File: config.mk
export PLATFORM = sky130hd
export DESIGN_NAME = exc_pc_ctrl
export DESIGN_NICKNAME = d
export VERILOG_FILES = /design/src/rtl/exc_pc_ctrl.sv
export SDC_FILE = /design/constraint.sdc
export NUM_CORES = 1
export LEC_CHECK = 0
export BUFFER_PORTS_ARGS = -buffer_cell sky130_fd_sc_hd__buf_4
export CORE_ASPECT_RATIO = 1.25
export CORE_MARGIN = 5
export CORE_UTILIZATION = 40
export DETAILED_ROUTE_END_ITERATION = 8
export GPL_TIMING_DRIVEN = 0
export PLACE_DENSITY_LB_ADDON = 0.08
export SLEW_MARGIN = 30
export SYNTH_ARGS = -nofsm -noshare
export SYNTH_HDL_FRONTEND = slang
export SYNTH_SLANG_ARGS = --single-unit
File: constraint.sdc
create_clock -name clk -period 2.8 [get_ports clk]
set_input_delay 0.28 -clock clk [delete_from_list [all_inputs] [get_ports clk]]
set_output_delay 0.28 -clock clk [all_outputs]
set_load 0.005 [all_outputs]
File: src/rtl/exc_pc_ctrl.sv
// Exception/return sequencer: saves EPC, fetches the handler vector byte and redirects the PC.
// Optional build macro EXC_DIVZERO_EN makes exc_divzero a live exception source.
module exc_pc_ctrl (
  input  logic        clk,
  input  logic        reset,
  input  logic        exc_opcode,
  input  logic        exc_overflow,
  input  logic        exc_divzero,
  input  logic        rte,
  input  logic [31:0] pc,
  input  logic [31:0] mem_data,
  output logic [31:0] mem_addr,
  output logic        mem_rd,
  output logic [31:0] epc,
  output logic [1:0]  cause,
  output logic [31:0] vector_pc,
  output logic [2:0]  pc_source,
  output logic        pc_write,
  output logic        busy
);

  localparam int unsigned XLEN    = 32;
  localparam int unsigned VEC_W   = 8;

  localparam logic [2:0] SRC_ALU = 3'b000;
  localparam logic [2:0] SRC_MEM = 3'b010;
  localparam logic [2:0] SRC_EPC = 3'b100;

  localparam logic [1:0] CAUSE_OPCODE   = 2'b01;
  localparam logic [1:0] CAUSE_OVERFLOW = 2'b10;
  localparam logic [1:0] CAUSE_DIVZERO  = 2'b11;

  localparam logic [XLEN-1:0] VEC_OPCODE   = XLEN'(253);
  localparam logic [XLEN-1:0] VEC_OVERFLOW = XLEN'(254);
  localparam logic [XLEN-1:0] VEC_DIVZERO  = XLEN'(255);

  typedef enum logic [2:0] {
    S_IDLE,
    S_VEC_RD,
    S_VEC_WAIT,
    S_LOAD,
    S_RET
  } state_t;

  state_t          state;
  logic            divzero_live;
  logic            exc_any;
  logic [1:0]      exc_cause;
  logic [XLEN-1:0] exc_vec;

`ifdef EXC_DIVZERO_EN
  assign divzero_live = exc_divzero;
  logic [XLEN-VEC_W-1:0] unused_mem_hi;
  assign unused_mem_hi = mem_data[XLEN-1:VEC_W];
`else
  assign divzero_live = 1'b0;
  logic [XLEN-VEC_W:0] unused_mem_hi;
  assign unused_mem_hi = {exc_divzero, mem_data[XLEN-1:VEC_W]};
`endif

  // Priority encode the exception sources: opcode > overflow > divzero.
  always_comb begin
    exc_any   = exc_opcode | exc_overflow | divzero_live;
    exc_cause = CAUSE_DIVZERO;
    exc_vec   = VEC_DIVZERO;
    if (exc_opcode) begin
      exc_cause = CAUSE_OPCODE;
      exc_vec   = VEC_OPCODE;
    end else if (exc_overflow) begin
      exc_cause = CAUSE_OVERFLOW;
      exc_vec   = VEC_OVERFLOW;
    end
  end

  // Outputs are registered with the state so each reflects the state being entered.
  always_ff @(posedge clk or negedge reset) begin
    if (!reset) begin
      state     <= S_IDLE;
      epc       <= '0;
      cause     <= '0;
      mem_addr  <= '0;
      vector_pc <= '0;
      mem_rd    <= 1'b0;
      pc_source <= SRC_ALU;
      pc_write  <= 1'b0;
      busy      <= 1'b0;
    end else begin
      mem_rd    <= 1'b0;
      pc_source <= SRC_ALU;
      pc_write  <= 1'b0;
      busy      <= 1'b0;
      case (state)
        S_IDLE: begin
          if (exc_any) begin
            state    <= S_VEC_RD;
            epc      <= pc - XLEN'(4);
            cause    <= exc_cause;
            mem_addr <= exc_vec;
            mem_rd   <= 1'b1;
            busy     <= 1'b1;
          end else if (rte) begin
            state     <= S_RET;
            pc_source <= SRC_EPC;
            pc_write  <= 1'b1;
            busy      <= 1'b1;
          end
        end
        S_VEC_RD: begin
          state <= S_VEC_WAIT;
          busy  <= 1'b1;
        end
        S_VEC_WAIT: begin
          state     <= S_LOAD;
          vector_pc <= {(XLEN-VEC_W)'(0), mem_data[VEC_W-1:0]};
          pc_source <= SRC_MEM;
          pc_write  <= 1'b1;
          busy      <= 1'b1;
        end
        S_LOAD:  state <= S_IDLE;
        S_RET:   state <= S_IDLE;
        default: state <= S_IDLE;
      endcase
    end
  end

endmodule
## Yosys cells after proc, flatten, opt, wreduce, memory -nomap -nowiden

Index checks and enable logic that the tools add are counted.

| operators by class | value |
|---|---|
| add/sub/neg operators | 1 |
| equality and inequality tests | 3 |
| multiplexer cells | 17 |
| bitwise gates (word level) | 1 |
| reduce and logical (&&, ||, !) cells | 3 |

Operator list:

| cell | number |
|---|---|
| 32-bit 2-to-1 mux | 1 |
| 32-bit by 3-bit subtractor with 32-bit output (second input constant) | 1 |
| 3-bit 2-to-1 mux | 4 |
| 3-bit case mux with 3 select lines | 1 |
| 1-bit 2-to-1 mux | 7 |
| 3-bit case mux with 2 select lines | 1 |
| 1-bit case mux with 2 select lines | 2 |
| 3-bit by 1-bit == test with 1-bit output (second input constant) | 1 |
| 3-bit by 2-bit == test with 1-bit output (second input constant) | 1 |
| 3-bit logical NOT | 1 |
| 3-bit != test (second input constant) | 1 |
| 2-bit 2-to-1 mux | 1 |
| 2-bit AND reduction | 1 |
| 2-bit OR reduction | 1 |
| 1-bit OR | 1 |

| word-level totals | value |
|---|---|
| register bits after elaboration | 83 |
| output and inout port bits | 104 |
| logic and storage cells | 34 |

## Longest topological paths before layout

Gate-level depths: netlist of the first run.

| depth | value |
|---|---|
| word-level depth | 3 |
| depth in mapped cells | 8 |
| gate-level depth less buffers | 6 |

## Worst setup path after synthesis of the first run

OpenSTA, ideal clock, no wires.

| path | value |
|---|---|
| path kind | input -> register |
| start | input port pc[7] |
| end | register epc[27] |
| arrival time | 2192 ps |
| slack | 527 ps |
| stages | 6 |
| path buffers | 2 |
| cell sequence | or4_1 -> buf_2 -> or4_4 -> buf_6 -> or4_1 -> a31oi_1 |

| between the ends | value |
|---|---|
| cells in the longest elaborated chain, start to end | 1 |

Ends and longest elaborated chain:

| what | line | text |
|---|---|---|
| from (decl) | 10 | `input logic [31:0] pc,` |
| 32-bit by 3-bit subtractor with 32-bit output | 96 | `epc <= pc - XLEN'(4);` |
| to (signal assigned) | 96 |  |
| to (decl) | 14 | `output logic [31:0] epc,` |

No other way between the ends.
A chain may end at the register's enable or synchronous reset.

## Final worst setup path of the first run

| path | value |
|---|---|
| start | register state[0] |
| end | register epc[13] |

| between the ends | value |
|---|---|
| cells in the longest elaborated chain, start to end | 2 |

Ends and longest elaborated chain:

| what | line | text |
|---|---|---|
| from (decl) | 45 | `state_t state;` |
| from (signal assigned) | 78 | `state <= S_IDLE;` |
| from (signal assigned) | 95 | `state <= S_VEC_RD;` |
| from (signal assigned) | 102 | `state <= S_RET;` |
| 3-bit logical NOT | 92 | `case (state)` |
| 2-bit AND reduction (no line) | - |  |

No other way between the ends.

==> flow_summary.json, run 1 <==
{
  "numCtsBuffers": 5,
  "cts-resized-gates": 0,
  "gr-usage-met1": 0.218,
  "design.die.area_mm2": 0.00893,
  "routed_via_density": 4.60,
  "cts-root-buf": "clkbuf_8",
  "grt_pass1_wl_mm": 11.9,
  "post-cts-setup-buffers": 0,
  "drive_gt1_frac": 0.391,
  "crit_required_ps": 3020,
  "final_cell_area_mm2": 0.00400,
  "die_w_um": 85.6,
  "r2r-start": "state[0]$_DFFE_PN0P_",
  "grt_setup_unrepaired": "false",
  "overflow": 0,
  "track_usage": 0.163,
  "utilization": 0.574,
  "finalCritPeriodShare": 0.813,
  "ff2ff_setup_slack_ps": 520,
  "drt-total-wl_mm": 7.25,
  "io_pins": 174,
  "cp.arrival_ps": 2500,
  "synth-main-ff-cell": "dfrtp_1",
  "synth_seq_cells": 51,
  "synth-simple-area-share": 0.192,
  "synth_warnings": 0,
  "synth_async_sr_flop_share": 1.00,
  "hold_viol": 0,
  "ctsHoldBuffers": 0,
  "cts_tree": "yes",
  "route.detailed.drc": 0,
  "min_period_ps": 2280,
  "startpoint_type": "flip-flop",
  "synth_top_family_by_area": "simple AND/OR/NAND/NOR gates",
  "tns_ps": 0,
  "die_y_um": 104,
  "status": "completed",
  "synth_xor_area_frac": 0.0276,
  "met2_usage": 0.266,
  "finalNetCount": 528,
  "first_pass_iters": 5,
  "clk_latency_ps": 300,
  "synth_area_mm2": 0.00285,
  "cts.sinks": 51,
  "reg2regPathDepth": 7,
  "drt-initial-drc-count": 62,
  "critPathKind": "reg2reg",
  "synth_mux_area_frac": 0.0316,
  "clkSlewWorstSetupHoldPaths_ps": 90,
  "synth_compound_area_frac": 0.119,
  "cts_max_path_buffers": 2,
  "grt_pass1_vias": 2401,
  "p_per_area_mw_per_mm2": 797,
  "cap_violations": 0,
  "placed_area_mm2": 0.00389,
  "antenna_found_initial": 0,
  "grtUsageMet3": 0.0420,
  "setup_viol": 0,
  "slew_viol_final": 0,
  "routedWlPerCell_um": 13.2,
  "grt_max_degree": 52,
  "antenna_left": 0,
  "fin_skew_ps": 3.82,
  "synth_cells": 303,
  "diodes": 0,
  "synth_area_per_cell_um2": 9.42,
  "synth-adder-area-share": 0.00438,
  "core_mm2": 0.00698,
  "rows": 34,
  "cp-end-kind": "flip-flop",
  "max_freq_mhz": 439,
  "leakagePower_nw": 1.91,
  "synth_edf_count": 0,
  "ctsHtreeMaxLevel": 2,
  "gp_congestion": 0.839,
  "r2r_end": "epc[13]$_DFFE_PN0P_",
  "slew_headroom": 0.520,
  "via_count": 2523,
  "yosysSeqAreaShare": 0.447,
  "total_power_mw": 3.19,
  "initial_utilization": 0.409,
  "ys_types": 35,
  "min_path_type": "in2async",
  "synthToLayoutAreaGrowth_pct": 40.2,
  "peakVddDrop_mv": 0.443,
  "portBuffers": 99,
  "top_usage_layer": "met2",
  "cp_max_fo": 10,
  "dp_hpwl_mm": 5.70,
  "worstMarginPinSlew_ps": 714
}
==> critical path, stage by stage (launching register included) <==
cell	delay, ps
dfrtp_1	370
clkbuf_1	170
nor3_1	460
o21ai_1	310
clkinv_1	210
clkbuf_1	420
nor2_1	80
a31oi_1	170
==> synthesized netlist by cell type (3+ instances only) <==
master / number / area (um^2)
o41ai_1: 3 / 26.3
and3_1: 3 / 18.8
nor2_1: 29 / 109
nor3_1: 8 / 40.0
o21ai_0: 15 / 75.1
nor4_1: 7 / 43.8
xnor2_1: 8 / 70.1
a21oi_1: 3 / 15.0
clkbuf_1: 12 / 45.0
nand2_1: 21 / 78.8
a31oi_1: 20 / 125
mux2_2: 8 / 90.1
or3_1: 8 / 50.1
dfrtp_1: 51 / 1280
buf_4: 56 / 420
or4_1: 15 / 113
o31ai_1: 10 / 75.1
nand2b_1: 3 / 18.8
or2_2: 4 / 25.0
==> report_power, final <==
group,internal (mW),switching [mW]
registers,1.08,0.196
logic,0.778,0.618
clock network,0.267,0.251
total,2.13,1.07
==> metrics by stage <==
stage / hold slack (ps) / worst slack, ps / std cells
after floorplan: -15.6 / 527 / 351
after global placement: 364 / 226 / 540
after detailed placement: 354 / 199 / 540
after CTS: 22.0 / 522 / 548
after global routing: 59.3 / 362 / 548
final: 0.0323 / 523 / 548
==> layout by cell type, fill, tap and decap left out, types with 2 or more instances in the layout <==
cell / netlist / layout
a21oi_1: 3 / 3
a31oi_1: 20 / 20
and3_1: 3 / 3
buf_4: 56 / 155
buf_6: 2 / 2
clkbuf_1: 12 / 12
clkbuf_8: 0 / 5
conb_1: 1 / 49
dfrtp_1: 51 / 51
inv_1: 2 / 2
mux2_2: 8 / 8
nand2_1: 21 / 21
nand2b_1: 3 / 3
nand4b_1: 2 / 2
nor2_1: 29 / 29
nor3_1: 8 / 8
nor4_1: 7 / 7
o21ai_0: 15 / 15
o31ai_1: 10 / 10
o41ai_1: 3 / 3
or2_2: 4 / 4
or3_1: 8 / 8
or4_1: 15 / 15
xnor2_1: 8 / 8
==> worst max-delay path by stage <==
stage | slack (ps) | end | start | cells after the start
2_1_floorplan | 530 | epc[27]$_DFFE_PN0P_ | pc[7] | 6
3_3_place_gp | 230 | epc[24]$_DFFE_PN0P_ | pc[7] | 8
3_5_place_dp | 200 | epc[24]$_DFFE_PN0P_ | pc[7] | 8
4_1_cts | 520 | epc[13]$_DFFE_PN0P_ | state[0]$_DFFE_PN0P_ | 7
5_1_grt | 360 | epc[18]$_DFFE_PN0P_ | state[0]$_DFFE_PN0P_ | 7
6_report | 520 | epc[13]$_DFFE_PN0P_ | state[0]$_DFFE_PN0P_ | 7
==> final cells by class <==
type                    count  area (um^2)
repair buffers             99          743
flip-flops and latches     51         1280
fillers                   697         2970
inverters                   3         11.3
clock inverters             3         43.8
multi-input cells         226         1250
plain buffers              71          493
well taps                  90          113
clock buffers               5         68.8
==> routing by layer <==
| metal | part of all wire | routed length, um | vias up |
|---|---|---|---|
| li1 | - | - | 1282 |
| met1 | 0.42 | 3080 | 1138 |
| met2 | 0.49 | 3540 | 98 |
| met3 | 0.081 | 587 | 5 |
| met4 | 0.0063 | 46 | 0 |
| met5 | 0 | 0 | - |
==> state kept, by name, summed over array words and instances, names as in the netlist <==
name       cells
cause          1
pc_write       1
state          3
mem_addr       2
busy           1
vector_pc      8
epc           32
pc_source      2
mem_rd         1
==> cells by family after synthesis <==
family	count (synthesis)
flops	51
xor+xnor	9
other cells	1
simple gates	105
buf+inv	74
fa+ha+maj	1
mux	8
compound gates	54
Note: power is estimated with default switching activity, not from simulation.
==> run 2, diff against run 1 <==
Settings changed: CORE_UTILIZATION 40 to 39.
Clock period 2.8 ns to 1.9 ns, I/O delays scaled along.
==> flow_summary.json, run 2 (same netlist as run 1, synthesis figures left out) <==
{
  "path_common_cell": "or4_4",
  "cpPeakStageDelay_ps": 580,
  "peakVddDrop_mv": 0.488,
  "rows": 35,
  "worst_slack_ps": 11.0,
  "track_usage": 0.161,
  "hold_viol": 0,
  "via_count": 2582,
  "tns_ps": 0,
  "min_path_type": "in2reg",
  "cp_max_fo": 10,
  "initial_utilization": 0.393,
  "final_cell_area_mm2": 0.00410,
  "drive_gt1_frac": 0.426,
  "wl_met3_um": 516,
  "drt-total-wl_mm": 7.41,
  "setup_viol": 0,
  "largest_reg_flops": 32,
  "diodes": 0,
  "place_ws_ps": -510,
  "m1WireLength_mm": 3.07,
  "leakagePower_nw": 1.96,
  "synthToLayoutAreaGrowth_pct": 43.5,
  "cp.arrival_ps": 2120,
  "portBuffers": 99,
  "top_layer": "met4",
  "finalNetCount": 530,
  "antenna_left": 0,
  "gp_congestion": 0.860,
  "startpoint_type": "primary input",
  "cts.sinks": 51,
  "routedWlPerCell_um": 13.4,
  "max_freq_mhz": 529,
  "die_w_um": 86.5,
  "cts_tree": "yes",
  "io_pins": 174,
  "utilization": 0.564,
  "grt_pass1_vias": 2428,
  "overflow": 0,
  "design.die.area_mm2": 0.00914,
  "grt_max_degree": 52,
  "cts-root-buf": "clkbuf_8",
  "wl_met2_mm": 3.75,
  "clkSlewWorstSetupHoldPaths_ps": 100,
  "ctsHtreeMaxLevel": 2,
  "reg.largest.list": "epc: 32 flops, vector_pc: 8 flops, state: 3 flops",
  "routed_via_density": 4.68,
  "drt-initial-drc-count": 57,
  "grt_pass1_wl_mm": 11.9,
  "finalCritPeriodShare": 0.994,
  "largest_register": "epc",
  "antenna_found_initial": 0,
  "dp_hpwl_mm": 5.74,
  "crit_chain": "buf_8, or4_4, or4_4, or4_4, a31oi_1",
  "cp-end-kind": "flip-flop",
  "slew_viol_final": 0,
  "status": "completed",
  "numCtsBuffers": 5,
  "crit_path_top_delay_cell": "or4_4",
  "die_y_um": 106,
  "placed_area_mm2": 0.00390,
  "p_per_area_mw_per_mm2": 1160,
  "critPathKind": "in2reg",
  "cts_max_path_buffers": 2,
  "clk_latency_ps": 300,
  "crit_family": "simple AND/OR/NAND/NOR gates",
  "worst-path-buf-inv": 1,
  "final_common_cell": "buf_4",
  "first_pass_iters": 6,
  "total_power_mw": 4.74,
  "core_mm2": 0.00727,
  "worstMarginPinSlew_ps": 639,
  "grt_setup_unrepaired": "true",
  "crit_required_ps": 2130,
  "route.detailed.drc": 0,
  "slew_headroom": 0.574,
  "min_period_ps": 1890,
  "cap_violations": 0,
  "mostFrequentLayoutCells": "buf_4 (157), dfrtp_1 (51), conb_1 (49)",
  "fin_skew_ps": 9.65
}
-- run 2: changes by cell type in the layout (fill, tap and decap cells not counted), sizes merged --
cell | previous run | this run
dlygate4sd3 | 0 | 1
clkbuf | 17 | 15
buf | 158 | 161
-- run 2: timing repair --
action	CTS	global route
hold buffers	1	0
pin swaps	5	3
endpoints found under the hold margin	51	0
setup endpoints to repair	33	22
gates resized for setup	16	7
setup buffers	3	2
-- run 2: per-stage QoR --
step           hold WS, ps  std cells
2_1_floorplan         -106        351
4_1_cts               61.3        551
3_5_place_dp           268        542
3_3_place_gp           276        542
5_1_grt               67.1        552
6_report              66.9        552
-- run 2: final timing paths --
kind	slack [ps]	startpoint	end	depth (start not counted)
max	10	pc[6]	epc[27]$_DFFE_PN0P_	5
min	70	pc[0]	epc[0]$_DFFE_PN0P_	3
max reg2reg	230	state[0]$_DFFE_PN0P_	epc[5]$_DFFE_PN0P_	7
min reg2reg	480	epc[1]$_DFFE_PN0P_	epc[1]$_DFFE_PN0P_	2
max in group asynchronous	1020	reset	epc[18]$_DFFE_PN0P_	2
min in group asynchronous	440	reset	epc[8]$_DFFE_PN0P_	2
-- run 2: worst min-delay path, delay by kind of cell --
| family | cells | cell delay, ps |
|---|---|---|
| and+or+nand+nor | 2 | 80 |
| buffers and inverters | 1 | 70 |
-- run 2: report_power, final --
group	internal, mW	switching [mW]	leakage [nW]
combinational	1.18	0.917	1.31
sequential	1.59	0.295	0.594
clock	0.393	0.368	0.0581
total	3.16	1.58	1.96
-- run 2: layout make-up --
type | count | area, um^2
sequential | 51 | 1280
timing repair buffer | 105 | 806
multi-input combinational | 226 | 1290
buffer | 67 | 479
tap | 92 | 115
inverter | 3 | 12.5
fill | 712 | 3170
clock buffer | 5 | 68.8
clock inverter | 3 | 43.8
-- run 2: routing by layer --
metal / global-route usage / vias up
met5: 0 / -
met4: 0.0334 / 0
met3: 0.0360 / 5
met2: 0.276 / 99
met1: 0.205 / 1192
li1: - / 1286
==> run 3, diff against run 2 <==
Settings changed: CORE_UTILIZATION 39 to 25.
==> flow_summary.json, run 3 (same netlist as run 1, synthesis figures left out) <==
{
  "cts_tree": "yes",
  "place_inst": 585,
  "min_to": "epc[1]$_DFFE_PN0P_",
  "n_fill_cell": 1182,
  "slew_viol_final": 0,
  "routed_via_density": 4.31,
  "io_pins": 174,
  "cpPeakStageDelay_ps": 560,
  "cap_violations": 0,
  "rows": 43,
  "die_w_um": 106,
  "peakVddDrop_mv": 0.381,
  "finalNetCount": 530,
  "min_path_type": "in2reg",
  "setup_viol": 2,
  "p_per_area_mw_per_mm2": 1170,
  "portBuffers": 99,
  "failed_checks": "negative setup slack",
  "numCtsBuffers": 5,
  "reg2regPathDepth": 7,
  "reg.largest.list": "epc: 32 flops, vector_pc: 8 flops, state: 3 flops",
  "cp-end-kind": "flip-flop",
  "antenna_found_initial": 0,
  "synthToLayoutAreaGrowth_pct": 47.6,
  "finalCritPeriodShare": 1.01,
  "hold_viol": 0,
  "track_usage": 0.122,
  "startpoint_type": "primary input",
  "worstMarginPinSlew_ps": 688,
  "r2r-start": "state[0]$_DFFE_PN0P_",
  "first_pass_iters": 4,
  "slew_headroom": 0.542,
  "via_count": 2563,
  "overflow": 0,
  "critical_path.startpoint": "pc[8]",
  "clkSlewWorstSetupHoldPaths_ps": 70,
  "cp.arrival_ps": 2140,
  "grt_max_degree": 52,
  "largest_register": "epc",
  "leakagePower_nw": 1.99,
  "max_freq_mhz": 520,
  "route.detailed.drc": 0,
  "hold_depth": 3,
  "min_period_ps": 1920,
  "r2r_end": "epc[26]$_DFFE_PN0P_",
  "fin_skew_ps": 3.76,
  "ctsHtreeMaxLevel": 2,
  "cts.sinks": 51,
  "crit_chain": "buf_6, or4_4, or4_4, buf_8, buf_8, or3_1, a31oi_1",
  "crit_path_top_delay_cell": "or4_4",
  "routedWlPerCell_um": 14.0,
  "cts-root-buf": "clkbuf_16",
  "crit_required_ps": 2120,
  "register_area_mm2": 0.00128,
  "clk_latency_ps": 290,
  "stdcell_count": 595,
  "placed_area_mm2": 0.00396,
  "cp_max_fo": 10,
  "drt-initial-drc-count": 61,
  "core_mm2": 0.0111,
  "mostFrequentLayoutCells": "buf_4 (157), dfrtp_1 (51), conb_1 (49)",
  "hold_start": "pc[1]",
  "cts_max_path_buffers": 2,
  "final_common_cell": "buf_4",
  "initial_utilization": 0.256,
  "design.die.area_mm2": 0.0137,
  "largest_reg_flops": 32,
  "dp_hpwl_mm": 6.41,
  "multi_input_area_mm2": 0.00132,
  "critPathKind": "in2reg",
  "drt-total-wl_mm": 8.34,
  "drive_gt1_frac": 0.435,
  "status": "finished, violations left",
  "gp_congestion": 0.747,
  "die_y_um": 129,
  "grt_setup_unrepaired": "true",
  "grt_pass1_vias": 2563,
  "grt_pass1_wl_mm": 13.4,
  "final_cell_area_mm2": 0.00421,
  "antenna_left": 0,
  "worst_slack_ps": -22.2,
  "diodes": 0,
  "ff2ff_setup_slack_ps": 180
}
-- run 3: critical path: cells and delay by family --
family          cells  cell delay (ps)
simple gates        3             1400
compound gates      1              160
buf+inv             3              380
-- run 3: cell type report --
class	count	share of cell area
Buffer	67	0.116
Clock buffer	5	0.0297
Clock inverter	3	0.00446
Inverter	3	0.00297
Multi-Input combinational cell	226	0.313
Sequential cell	51	0.303
Tap cell	135	0.0401
Timing Repair Buffer	105	0.190
-- run 3: how the worst max path moves through the flow --
stage,endpoint,slack (ps),depth (start not counted)
CTS,epc[24]$_DFFE_PN0P_,-40,7
floorplan,epc[27]$_DFFE_PN0P_,-270,6
global placement,epc[24]$_DFFE_PN0P_,-540,8
global route,epc[26]$_DFFE_PN0P_,-70,6
finish,epc[24]$_DFFE_PN0P_,-20,7
detailed placement,epc[24]$_DFFE_PN0P_,-520,8
-- run 3: metal layers --
metal  vias up  GRT usage  wire length [um]
li1       1282          -                 -
met1      1179      0.153              3640
met2        98      0.210              4150
met3         4     0.0279               482
met4         0     0.0335                70
met5         -          0                 0
-- run 3: where the power goes --
part,internal [mW],switching (mW)
registers,1.60,0.294
logic,1.18,0.927
clock network,0.490,0.424
total,3.26,1.65
-- run 3: metrics by stage --
| stage | power (mW) | hold slack, ps | worst slack (ps) | util | setup TNS [ps] |
|---|---|---|---|---|---|
| 2_1_floorplan | 2.84 | -106 | -274 | - | -2430 |
| 3_3_place_gp | 4.01 | 291 | -541 | 0.355 | -9950 |
| 3_5_place_dp | 4.04 | 299 | -519 | 0.355 | -10510 |
| 4_1_cts | 5.00 | 80.3 | -35.1 | 0.374 | -59.8 |
| 5_1_grt | 5.33 | 88.9 | -73.4 | 0.378 | -320 |
| 6_report | 4.91 | 89.0 | -22.2 | 0.378 | -31.0 |
-- run 3: timing repair --
| item | CTS | global route |
|---|---|---|
| buffers inserted | 4 | 1 |
| pin swaps | 5 | 5 |
| setup endpoints to repair | 33 | 29 |
| resized for setup | 16 | 9 |
| hold endpoints to repair | 51 | 0 |
| hold buffers | 1 | 0 |
